### config.mk
export PLATFORM = sky130hd
export DESIGN_NAME = fruit_launcher
export DESIGN_NICKNAME = d
export VERILOG_FILES = /design/src/rtl/fruit_launcher.sv
export SDC_FILE = /design/constraint.sdc
export NUM_CORES = 1
export LEC_CHECK = 0
export CAP_MARGIN = 0
export CELL_PAD_IN_SITES_DETAIL_PLACEMENT = 1
export CELL_PAD_IN_SITES_GLOBAL_PLACEMENT = 1
export CORE_ASPECT_RATIO = 1.2
export CORE_MARGIN = 2
export CORE_UTILIZATION = 40
export DETAILED_ROUTE_END_ITERATION = 6
export PLACE_DENSITY = 0.84
export SLEW_MARGIN = 20
export SYNTH_ARGS = -nofsm -noshare
export SYNTH_HDL_FRONTEND = slang
export SYNTH_SLANG_ARGS = --single-unit
### constraint.sdc
create_clock -name clk_i -period 7.3 [get_ports clk_i]
set_input_delay 1.825 -clock clk_i [delete_from_list [all_inputs] [get_ports clk_i]]
set_output_delay 1.825 -clock clk_i [all_outputs]
set_load 0.02 [all_outputs]
### src/rtl/fruit_launcher.sv
// fruit_launcher: gravity-driven sprite position generator that reports a slice (hit) or a fall-out (miss).
module fruit_launcher #(
   parameter int SIZE       = 50,
   parameter int SCREEN_W   = 640,
   parameter int SCREEN_H   = 480,
   parameter int GRAVITY    = 1,
   parameter int HIT_FRAMES = 4
) (
   input  logic       clk_i,
   input  logic       rst_ni,
   input  logic       frame_tick_i,
   input  logic       launch_i,
   input  logic [9:0] launch_x_i,
   input  logic [5:0] launch_vx_i,
   input  logic [6:0] launch_vy_i,
   input  logic       collision_i,
   output logic [9:0] x_o,
   output logic [8:0] y_o,
   output logic       active_o,
   output logic       busy_o,
   output logic       hit_o,
   output logic       missed_o
);
   localparam logic [9:0] X_MAX = 10'(SCREEN_W - SIZE);
   localparam logic [8:0] Y_MAX = 9'(SCREEN_H - SIZE);
   localparam logic signed [11:0] NX_MAX = 12'(SCREEN_W - SIZE);
   localparam logic signed [11:0] NY_MAX = 12'(SCREEN_H - SIZE);
   localparam int CW = $clog2(HIT_FRAMES + 1);
   typedef enum logic [1:0] {IDLE, FLIGHT, HIT} state_t;
   state_t state_q, state_d;
   logic [9:0] x_q, x_d;
   logic [8:0] y_q, y_d;
   logic signed [5:0] vx_q, vx_d, vx_neg;
   logic signed [6:0] vy_q, vy_d, vy_g;
   logic signed [7:0] vy_s;
   logic signed [11:0] nx, ny;
   logic [CW-1:0] cnt_q, cnt_d;
   logic hit_q, hit_d, missed_q, missed_d;
   always_ff @(posedge clk_i or negedge rst_ni) begin
      if (!rst_ni) begin
         state_q  <= IDLE;
         x_q      <= '0;
         y_q      <= '0;
         vx_q     <= '0;
         vy_q     <= '0;
         cnt_q    <= '0;
         hit_q    <= 1'b0;
         missed_q <= 1'b0;
      end else begin
         state_q  <= state_d;
         x_q      <= x_d;
         y_q      <= y_d;
         vx_q     <= vx_d;
         vy_q     <= vy_d;
         cnt_q    <= cnt_d;
         hit_q    <= hit_d;
         missed_q <= missed_d;
      end
   end
   always_comb begin
      state_d  = state_q;
      x_d      = x_q;
      y_d      = y_q;
      vx_d     = vx_q;
      vy_d     = vy_q;
      cnt_d    = cnt_q;
      hit_d    = 1'b0;
      missed_d = 1'b0;
      nx       = $signed({2'b00, x_q}) + $signed({{6{vx_q[5]}}, vx_q});
      ny       = $signed({3'b000, y_q}) + $signed({{5{vy_q[6]}}, vy_q});
      // -32 has no positive counterpart in 6 bits, so the bounce saturates to +31
      vx_neg   = (vx_q == 6'sh20) ? 6'sd31 : -vx_q;
      vy_s     = $signed({vy_q[6], vy_q}) + $signed(8'(GRAVITY));
      vy_g     = (vy_s > 8'sd63) ? 7'sd63 : vy_s[6:0];
      case (state_q)
         IDLE: if (launch_i) begin
            state_d = FLIGHT;
            x_d     = (launch_x_i > X_MAX) ? X_MAX : launch_x_i;
            y_d     = Y_MAX;
            vx_d    = $signed(launch_vx_i);
            vy_d    = $signed(launch_vy_i);
         end
         FLIGHT: if (collision_i) begin
            state_d = HIT;
            hit_d   = 1'b1;
            cnt_d   = '0;
         end else if (frame_tick_i) begin
            x_d  = (nx < 12'sd0) ? 10'd0 : (nx > NX_MAX) ? X_MAX : nx[9:0];
            vx_d = (nx < 12'sd0 || nx > NX_MAX) ? vx_neg : vx_q;
            vy_d = vy_g;
            if (ny < 12'sd0) begin
               y_d  = '0;
               vy_d = '0;
            end else if (ny > NY_MAX && vy_q > 7'sd0) begin
               y_d      = Y_MAX;
               missed_d = 1'b1;
               state_d  = IDLE;
            end else begin
               y_d = ny[8:0];
            end
         end
         HIT: if (frame_tick_i) begin
            cnt_d   = cnt_q + 1'b1;
            state_d = (cnt_q == CW'(HIT_FRAMES - 1)) ? IDLE : HIT;
         end
         default: state_d = IDLE;
      endcase
   end
   assign x_o      = x_q;
   assign y_o      = y_q;
   assign active_o = (state_q != IDLE);
   assign busy_o   = (state_q != IDLE);
   assign hit_o    = hit_q;
   assign missed_o = missed_q;
endmodule

---- Yosys cells after proc, flatten, opt, wreduce, memory -nomap -nowiden ----
Cells that the tools add are included.
operators by class
  add/subtract/negate cells ............... 5
  order comparisons ....................... 7
  equality and inequality tests ........... 13
  muxes and demuxes ....................... 43
  reduce and logical (&&, ||, !) cells .... 10
operators by type and width
  operator                                                                        number
  10-bit two-way mux                                                              6
  9-bit two-way mux                                                               5
  7-bit two-way mux                                                               5
  6-bit two-way mux                                                               5
  10-bit one-hot mux with 2 select lines                                          1
  9-bit one-hot mux with 2 select lines                                           1
  2-bit two-way mux                                                               7
  7-bit one-hot mux with 2 select lines                                           1
  11-bit by 6-bit adder with 12-bit output                                        1
  12-bit by 11-bit > comparator with 1-bit output (second input constant)         1
  12-bit by 1-bit less-than comparator with 1-bit output (second input constant)  1
  2-bit != test (second input constant)                                           6
  6-bit one-hot mux with 2 select lines                                           1
  10-bit by 7-bit adder with 11-bit output                                        1
  11-bit by 10-bit > comparator with 1-bit output (second input constant)         1
  11-bit by 1-bit less-than comparator with 1-bit output (second input constant)  1
  10-bit > comparator (second input constant)                                     1
  5-bit AND reduction                                                             2
  3-bit != test (second input constant)                                           3
  7-bit by 2-bit adder with 8-bit output (second input constant)                  1
  8-bit by 7-bit > comparator with 1-bit output (second input constant)           1
  7-bit by 1-bit > comparator with 1-bit output (second input constant)           1
  1-bit two-way mux                                                               7
  6-bit == test (second input constant)                                           1
  other kinds (14)                                                                17
word-level totals
  bits in registers ....................... 39
  bits of input ports ..................... 28
  output and inout bits ................... 23
  logic and storage cells ................. 86

---- Depth between registers and ports, before layout ----
Gate-level depths: netlist of run 1.
  depth in word-level cells ............... 8
  depth in mapped cells ................... 11
  depth with buffers taken out ............ 10

---- Least setup slack after synthesis of run 1 ----
OpenSTA, ideal clock, no wires.
  path kind ............................... reg-to-reg
  start ................................... register x_q[0], in the netlist x_o[0]
  end ..................................... register x_q[4], in the netlist x_o[4]
  setup time .............................. 0.077 ns
  arrival time ............................ 3.215 ns
  data required time ...................... 7.223 ns
  slack ................................... 4.007 ns
  stages on the path, launching flop included .. 11
  path buffers ............................ 0
  period minus slack after synthesis ...... 3.293 ns
  cells stage by stage .................... dfrtp_1 -> ha_1 -> fa_1 -> a211oi_4 -> nor3_2 -> or4b_4 -> a21oi_2 -> mux2i_1 -> or2_4 -> or4b_1 -> a21oi_1
between the ends
  word-level cells in the longest chain between the ends .. 7
  elaborated cells between the ends (all ways) .. 8
  those cells by class .................... add/sub (1); order compare (2); mux (5)
RTL lines
  item                                             RTL line  RTL
  start: declaration                               31        logic [9:0] x_q, x_d;
  start signal: assignment                         42        x_q <= '0;
  start signal: assignment                         51        x_q <= x_d;
  11-bit by 6-bit adder with 12-bit output (*)     69        nx = $signed({2'b00, x_q}) + $signed({{6{vx_q[5]}}, vx_q});
  12-bit by 11-bit > comparator with 1-bit output  88        x_d = (nx < 12'sd0) ? 10'd0 : (nx > NX_MAX) ? X_MAX : nx[9:0];
  10-bit two-way mux                               88
  10-bit two-way mux (*)                           88
  10-bit two-way mux (*)                           87        end else if (frame_tick_i) begin
  10-bit two-way mux (*)                           83        FLIGHT: if (collision_i) begin
  10-bit one-hot mux with 2 select lines (*)       75        case (state_q)
Every way passes the cells marked *; elsewhere a longest branch is shown, timed or not. The select of a mux whose other input is x is not followed.
A chain may end at the register's enable or synchronous reset.

---- Worst setup path after layout of run 1 ----
  start ................................... input frame_tick_i
  end ..................................... register vx_q[4]
between the ends
  word-level cells in the longest chain between the ends .. 2
RTL lines
  item                           RTL line  RTL
  start: declaration             11        input logic frame_tick_i,
  2-bit != test (no line)        n/a
  5-bit AND reduction (no line)  n/a
  end signal: assignment         53        vx_q <= vx_d;
  end: declaration               33        logic signed [5:0] vx_q, vx_d, vx_neg;
Every way passes these cells.

==> results of run 1 <==
report_power, final:
group	total, mW	leakage, nW	internal, mW	switching (mW)
registers	0.452	0.453	0.307	0.145
logic	1.60	1.11	0.652	0.950
clock network	0.193	0.0612	0.111	0.0827
total	2.25	1.62	1.07	1.18
layout by cell type (no fill, tap or decap), types with 8 or more instances in the layout:
master,instances
dfrtp_1,39
ha_1,26
a211oi_1,9
clkdlybuf4s50_1,49
xnor2_1,8
nor2_1,48
a31oi_1,9
inv_1,21
a21oi_1,36
o21ai_1,8
nand2_1,29
o21ai_0,42
area by class of cell:
class                      count  area, um2
fill                         974       3870
multi-input combinational    326       2130
sequential                    39        976
timing repair buffer          51        503
tap                           92        115
clock buffer                   6       82.6
inverter                      21       78.8
clock inverter                 2       35.0
per-layer routing:
| layer | part of all wire [%] | track usage (%) | vias to the layer above |
|---|---|---|---|
| met2 | 52 | 44.5 | 64 |
| met5 | 0 | 0 | - |
| met4 | 0.91 | 5.05 | 0 |
| met3 | 2.7 | 2.80 | 9 |
| met1 | 44 | 29.9 | 1608 |
| li1 | - | - | 1543 |
final timing paths:
kind,startpoint,end,cells past startpoint
setup reg to reg,x_o[0],x_o[4],10
hold / removal,cnt_q[0],cnt_q[0],1
max in group asynchronous,rst_ni,vy_q[6],1
hold reg to reg,cnt_q[0],cnt_q[0],1
setup / recovery,frame_tick_i,vx_q[4],6
min in group asynchronous,rst_ni,vx_q[3],1
worst max-delay path, cell delays in order:
cell and delay [ps]:
clkdlybuf4s50_1 610, nand2_1 360, nand2_1 750, o31ai_4 280, mux2i_1 180, a31oi_1 160
metrics by stage:
stage,power (mW),std cells,setup slack (ps),hold WS (ps),util [%]
after floorplan,1.58,399,4010,477,-
after global placement,1.97,529,3210,503,48.8
after detailed placement,2.04,529,3080,521,48.8
after CTS,2.25,537,3390,532,50.3
after global routing,2.47,537,3220,546,50.3
final,2.25,537,3340,534,50.3
sequential cells by signal, indices dropped and copies added (netlist names):
| name | cells |
|---|---|
| vx_q | 6 |
| vy_q | 7 |
| x_o | 10 |
| state_q | 2 |
| missed_o | 1 |
| hit_o | 1 |
| cnt_q | 3 |
| y_o | 9 |
synth_stat cells, drive strengths merged (5+ instances only):
| cell | n | area (um2) |
|---|---|---|
| a31oi | 9 | 56.3 |
| a211oi | 10 | 87.6 |
| xor2 | 7 | 61.3 |
| a21oi | 37 | 189 |
| nand2 | 29 | 109 |
| inv | 21 | 78.8 |
| dfrtp | 39 | 976 |
| a22oi | 5 | 37.5 |
| and3 | 5 | 31.3 |
| nor2 | 48 | 180 |
| and2 | 5 | 31.3 |
| o21ai | 50 | 250 |
| nor3 | 8 | 45.0 |
| clkbuf | 11 | 42.5 |
| ha | 26 | 325 |
| nand3 | 7 | 35.0 |
| xnor2 | 8 | 70.1 |
| nand2b | 6 | 37.5 |
| a21o | 6 | 45.0 |
kinds of logic after synthesis:
| group | after synthesis | share of synthesized area [%] |
|---|---|---|
| xor+xnor | 15 | 4.05 |
| compound gates | 147 | 29.1 |
| fa+ha+maj | 28 | 11.3 |
| flops | 39 | 30.1 |
| simple gates | 133 | 20.5 |
| buf+inv | 34 | 4.13 |
| mux | 3 | 0.926 |
==> impl_metrics.ini, run 1 <==
[floorplanning]
core_area_um2 = 7790
io_pins = 51
die_x_um = 86.2
die_h_um = 103
rows = 35
dieArea_um2 = 8840
initial_core_util_pct = 41.6

[setup_path]
r2r_slack_ps = 3690
endpoint_kind = flip-flop
crit_arrival_ps = 4180
cp-start-kind = input port
critPathKind = input port to flip-flop
critPathRequiredTime_ps = 7520
crit_fanout = 22

[placement]
place_congestion = 0.887
portBuffers = 50
placed_area_um2 = 3800
place_hpwl_um = 7730

[cts]
cts_made_buffers = 5
postCtsSetupBuffers = 0
cts_hold_buf = 0
htree_levels = 2
clock_path_buffers = 2
cts_resized = 0
cts.sinks = 39
cts_root_buffer = clkbuf_8
cts_tree = yes
clk_latency_ps = 300
cts.clk_slew.worst_paths_ps = 80

[yosys]
synth_edf_count = 0
synth_area_um2 = 3240
synthCells = 399
yosysWarnings = 0
synthArstFlopShare_pct = 100
ys_seq_area_share_pct = 30.1
synth_nets = 455
ys_seq_elements = 39
ys_types = 64
ys.flop_type = dfrtp_1
avgSynthCellArea_um2 = 8.12

[routing]
drt-initial-drc-count = 122
firstDrtPassIters = 4
vias_per_cell = 6.00
totalWireLength_um = 10000
postRouteAntennaNets = 0
wl_per_cell_um = 18.6
drc = 0
route.vias.total = 3224

[pwr]
peakVddDrop_v = 0.000265
power_density_nw_per_um2 = 573
leakage_nw = 1.62

[global_routing]
grt_pass1_vias = 3411
grt_pass1_wl_um = 16800
overflow = 0
track_usage_pct = 24.0
antenna_found_initial = 0
grt_max_degree = 40

[sta]
fmax_ghz = 0.253
relSlewSlack_pct = 39.8
setup-tns-final_ps = 0
hold_viol_final = 0
fin_crit_ps = 3960
fin_worst_skew_ps = 6.02
worstMarginPinSlew_ps = 903
fin_crit_sh_pct = 54.2
rsz0062_at_grt = no
slew_violations = 0
finalSetupViolations = 0

[finish]
nets = 500
num_antenna_cells = 0
layout-drive-gt1-share_pct = 4.94
design_area_um2 = 3920
syn_to_final_growth_pct = 21.0

[flow_run]
maxCapViolations = 0

[outcome]
status = complete, no violations

[worst_hold_path]
min_path_type = flip-flop to flip-flop
(Power assumes the default switching activity.)
==> inputs of run 2 (changes only) <==
==> constraint.sdc (replaced) <==
create_clock -name clk_i -period 3.7 [get_ports clk_i]
set_input_delay 0.925 -clock clk_i [delete_from_list [all_inputs] [get_ports clk_i]]
set_output_delay 0.925 -clock clk_i [all_outputs]
set_load 0.02 [all_outputs]
==> impl_metrics.ini, run 2 (synthesis results as in run 1) <==
[floorplanning]
die_x_um = 86.2
io_pins = 51
dieArea_um2 = 8840
rows = 35
die_h_um = 103
initial_core_util_pct = 41.6
core_area_um2 = 7790

[global_routing]
overflow = 0
track_usage_pct = 24.5
grt_max_degree = 40
grt_pass1_vias = 3557
grt_pass1_wl_um = 17200
antenna_found_initial = 0

[routing]
drc = 0
route.vias.total = 3261
postRouteAntennaNets = 0
firstDrtPassIters = 4
wl_per_cell_um = 18.5
drt-initial-drc-count = 153
totalWireLength_um = 10100
vias_per_cell = 5.99

[sta]
fin_crit_sh_pct = 91.4
setup-tns-final_ps = 0
worstMarginPinSlew_ps = 928
relSlewSlack_pct = 38.1
fin_crit_ps = 3380
finalSetupViolations = 0
hold_viol_final = 0
rsz0062_at_grt = no
slew_violations = 0
hold-worst-slack_ps = 526
fmax_ghz = 0.296
fin_worst_skew_ps = 13.5
fin_ws_ps = 319

[setup_path]
crit_arrival_ps = 3630
cp-start-kind = flip-flop
path_cells = ha_1 > fa_1 > a211oi_4 > nor3_2 > or4b_4 > a21oi_2 > mux2i_1 > or2_4 > or4b_1 > a21oi_1
critPathKind = flip-flop to flip-flop
slowest_delay_ps = 510
endpoint_kind = flip-flop
reg2reg_depth = 10
critPathSlowestCell = or4b_1
crit_fanout = 6
critPathRequiredTime_ps = 3940

[cts]
cts_hold_buf = 0
cts_root_buffer = clkbuf_8
clk_latency_ps = 310
cts_tree = yes
cts.clk_slew.worst_paths_ps = 90
postCtsSetupBuffers = 0
cts.sinks = 39
cts_made_buffers = 5
cts_resized = 0
clock_path_buffers = 2
htree_levels = 2

[finish]
n_fill_cell = 941
layout-drive-gt1-share_pct = 6.42
syn_to_final_growth_pct = 22.6
mostFrequentLayoutCell = clkdlybuf4s50_1
largest_reg_flops = 10
mostFrequentLayoutCells = clkdlybuf4s50_1 (49), nor2_1 (48), o21ai_0 (42), dfrtp_1 (39), a21oi_1 (36)
nets = 507
num_antenna_cells = 0

[pwr]
peakVddDrop_v = 0.000432
power_density_nw_per_um2 = 1140
leakage_nw = 1.66

[outcome]
status = complete, no violations

[worst_hold_path]
hold_depth = 1
min_path_type = flip-flop to flip-flop

[placement]
place_ws_ps = 325
place_hpwl_um = 7780
place_congestion = 0.961
portBuffers = 50

[flow_run]
maxCapViolations = 0
## run 2: cell types whose count changed in the layout (fill, tap and decap cells not counted), sizes merged
cell  before  now
buf        2    9
## run 2: worst paths after layout
| path | startpoint | to | slack (ps) |
|---|---|---|---|
| worst max-delay path | x_o[0] | x_o[4] | 320 |
| worst min-delay path | cnt_q[0] | cnt_q[0] | 530 |
| worst max register to register | x_o[0] | x_o[4] | 320 |
| worst min register to register | cnt_q[0] | cnt_q[0] | 530 |
| max in group asynchronous | rst_ni | cnt_q[0] | 2360 |
| min in group asynchronous | rst_ni | x_o[3] | 750 |
## run 2: per-stage QoR
stage | total power [mW] | instance area (um2) | utilization [%] | std cells
floorplan | 3.11 | 3240 | - | 399
global placement | 3.95 | 3860 | 49.5 | 536
detailed placement | 4.08 | 3860 | 49.5 | 536
CTS | 4.51 | 3980 | 51.0 | 544
global route | 4.96 | 3980 | 51.0 | 544
finish | 4.53 | 3980 | 51.0 | 544
## run 2: power by group
part           switching [mW]  internal (mW)  leakage, nW  total, mW
clock network           0.173          0.219       0.0612      0.391
logic                    1.92           1.35         1.14       3.26
registers               0.265          0.606        0.453      0.870
total                    2.35           2.17         1.66       4.53
## run 2: metal layers
layer  global-route usage [%]  wire, um  vias up
li1                         -         -     1569
met5                        0         0        -
met1                     29.2      4360     1614
met3                     2.96       262       14
met2                     46.1      5300       64
met4                     6.85       153        0
## run 2: layout make-up
type                    count  area, um2  share of cell area, %
inverters                  21       78.8                   1.98
clock inverters             2       35.0                  0.881
flip-flops and latches     39        976                   24.6
multi-input cells         326       2130                   53.6
well taps                  92        115                   2.90
clock buffers               6       82.6                   2.08
repair buffers             58        556                   14.0
## run 2: critical path, delay by kind of cell, from the launching register on
kind,cells,cell delay (ps)
flip-flops,1,400
multiplexers,1,180
AND/OR/NAND/NOR,4,1420
adder cells (fa/ha/maj),2,710
AO/OA/AOI/OAI,3,620
==> inputs of run 3 (changes only) <==
--- a/config.mk
+++ b/config.mk
@@ -5,7 +5,6 @@
 export SDC_FILE = /design/constraint.sdc
 export NUM_CORES = 1
 export LEC_CHECK = 0
-export CAP_MARGIN = 0
 export CELL_PAD_IN_SITES_DETAIL_PLACEMENT = 1
 export CELL_PAD_IN_SITES_GLOBAL_PLACEMENT = 1
 export CORE_ASPECT_RATIO = 1.2
==> results of run 3 <==
Final layout, timing and power as in run 2 (identical DEF).
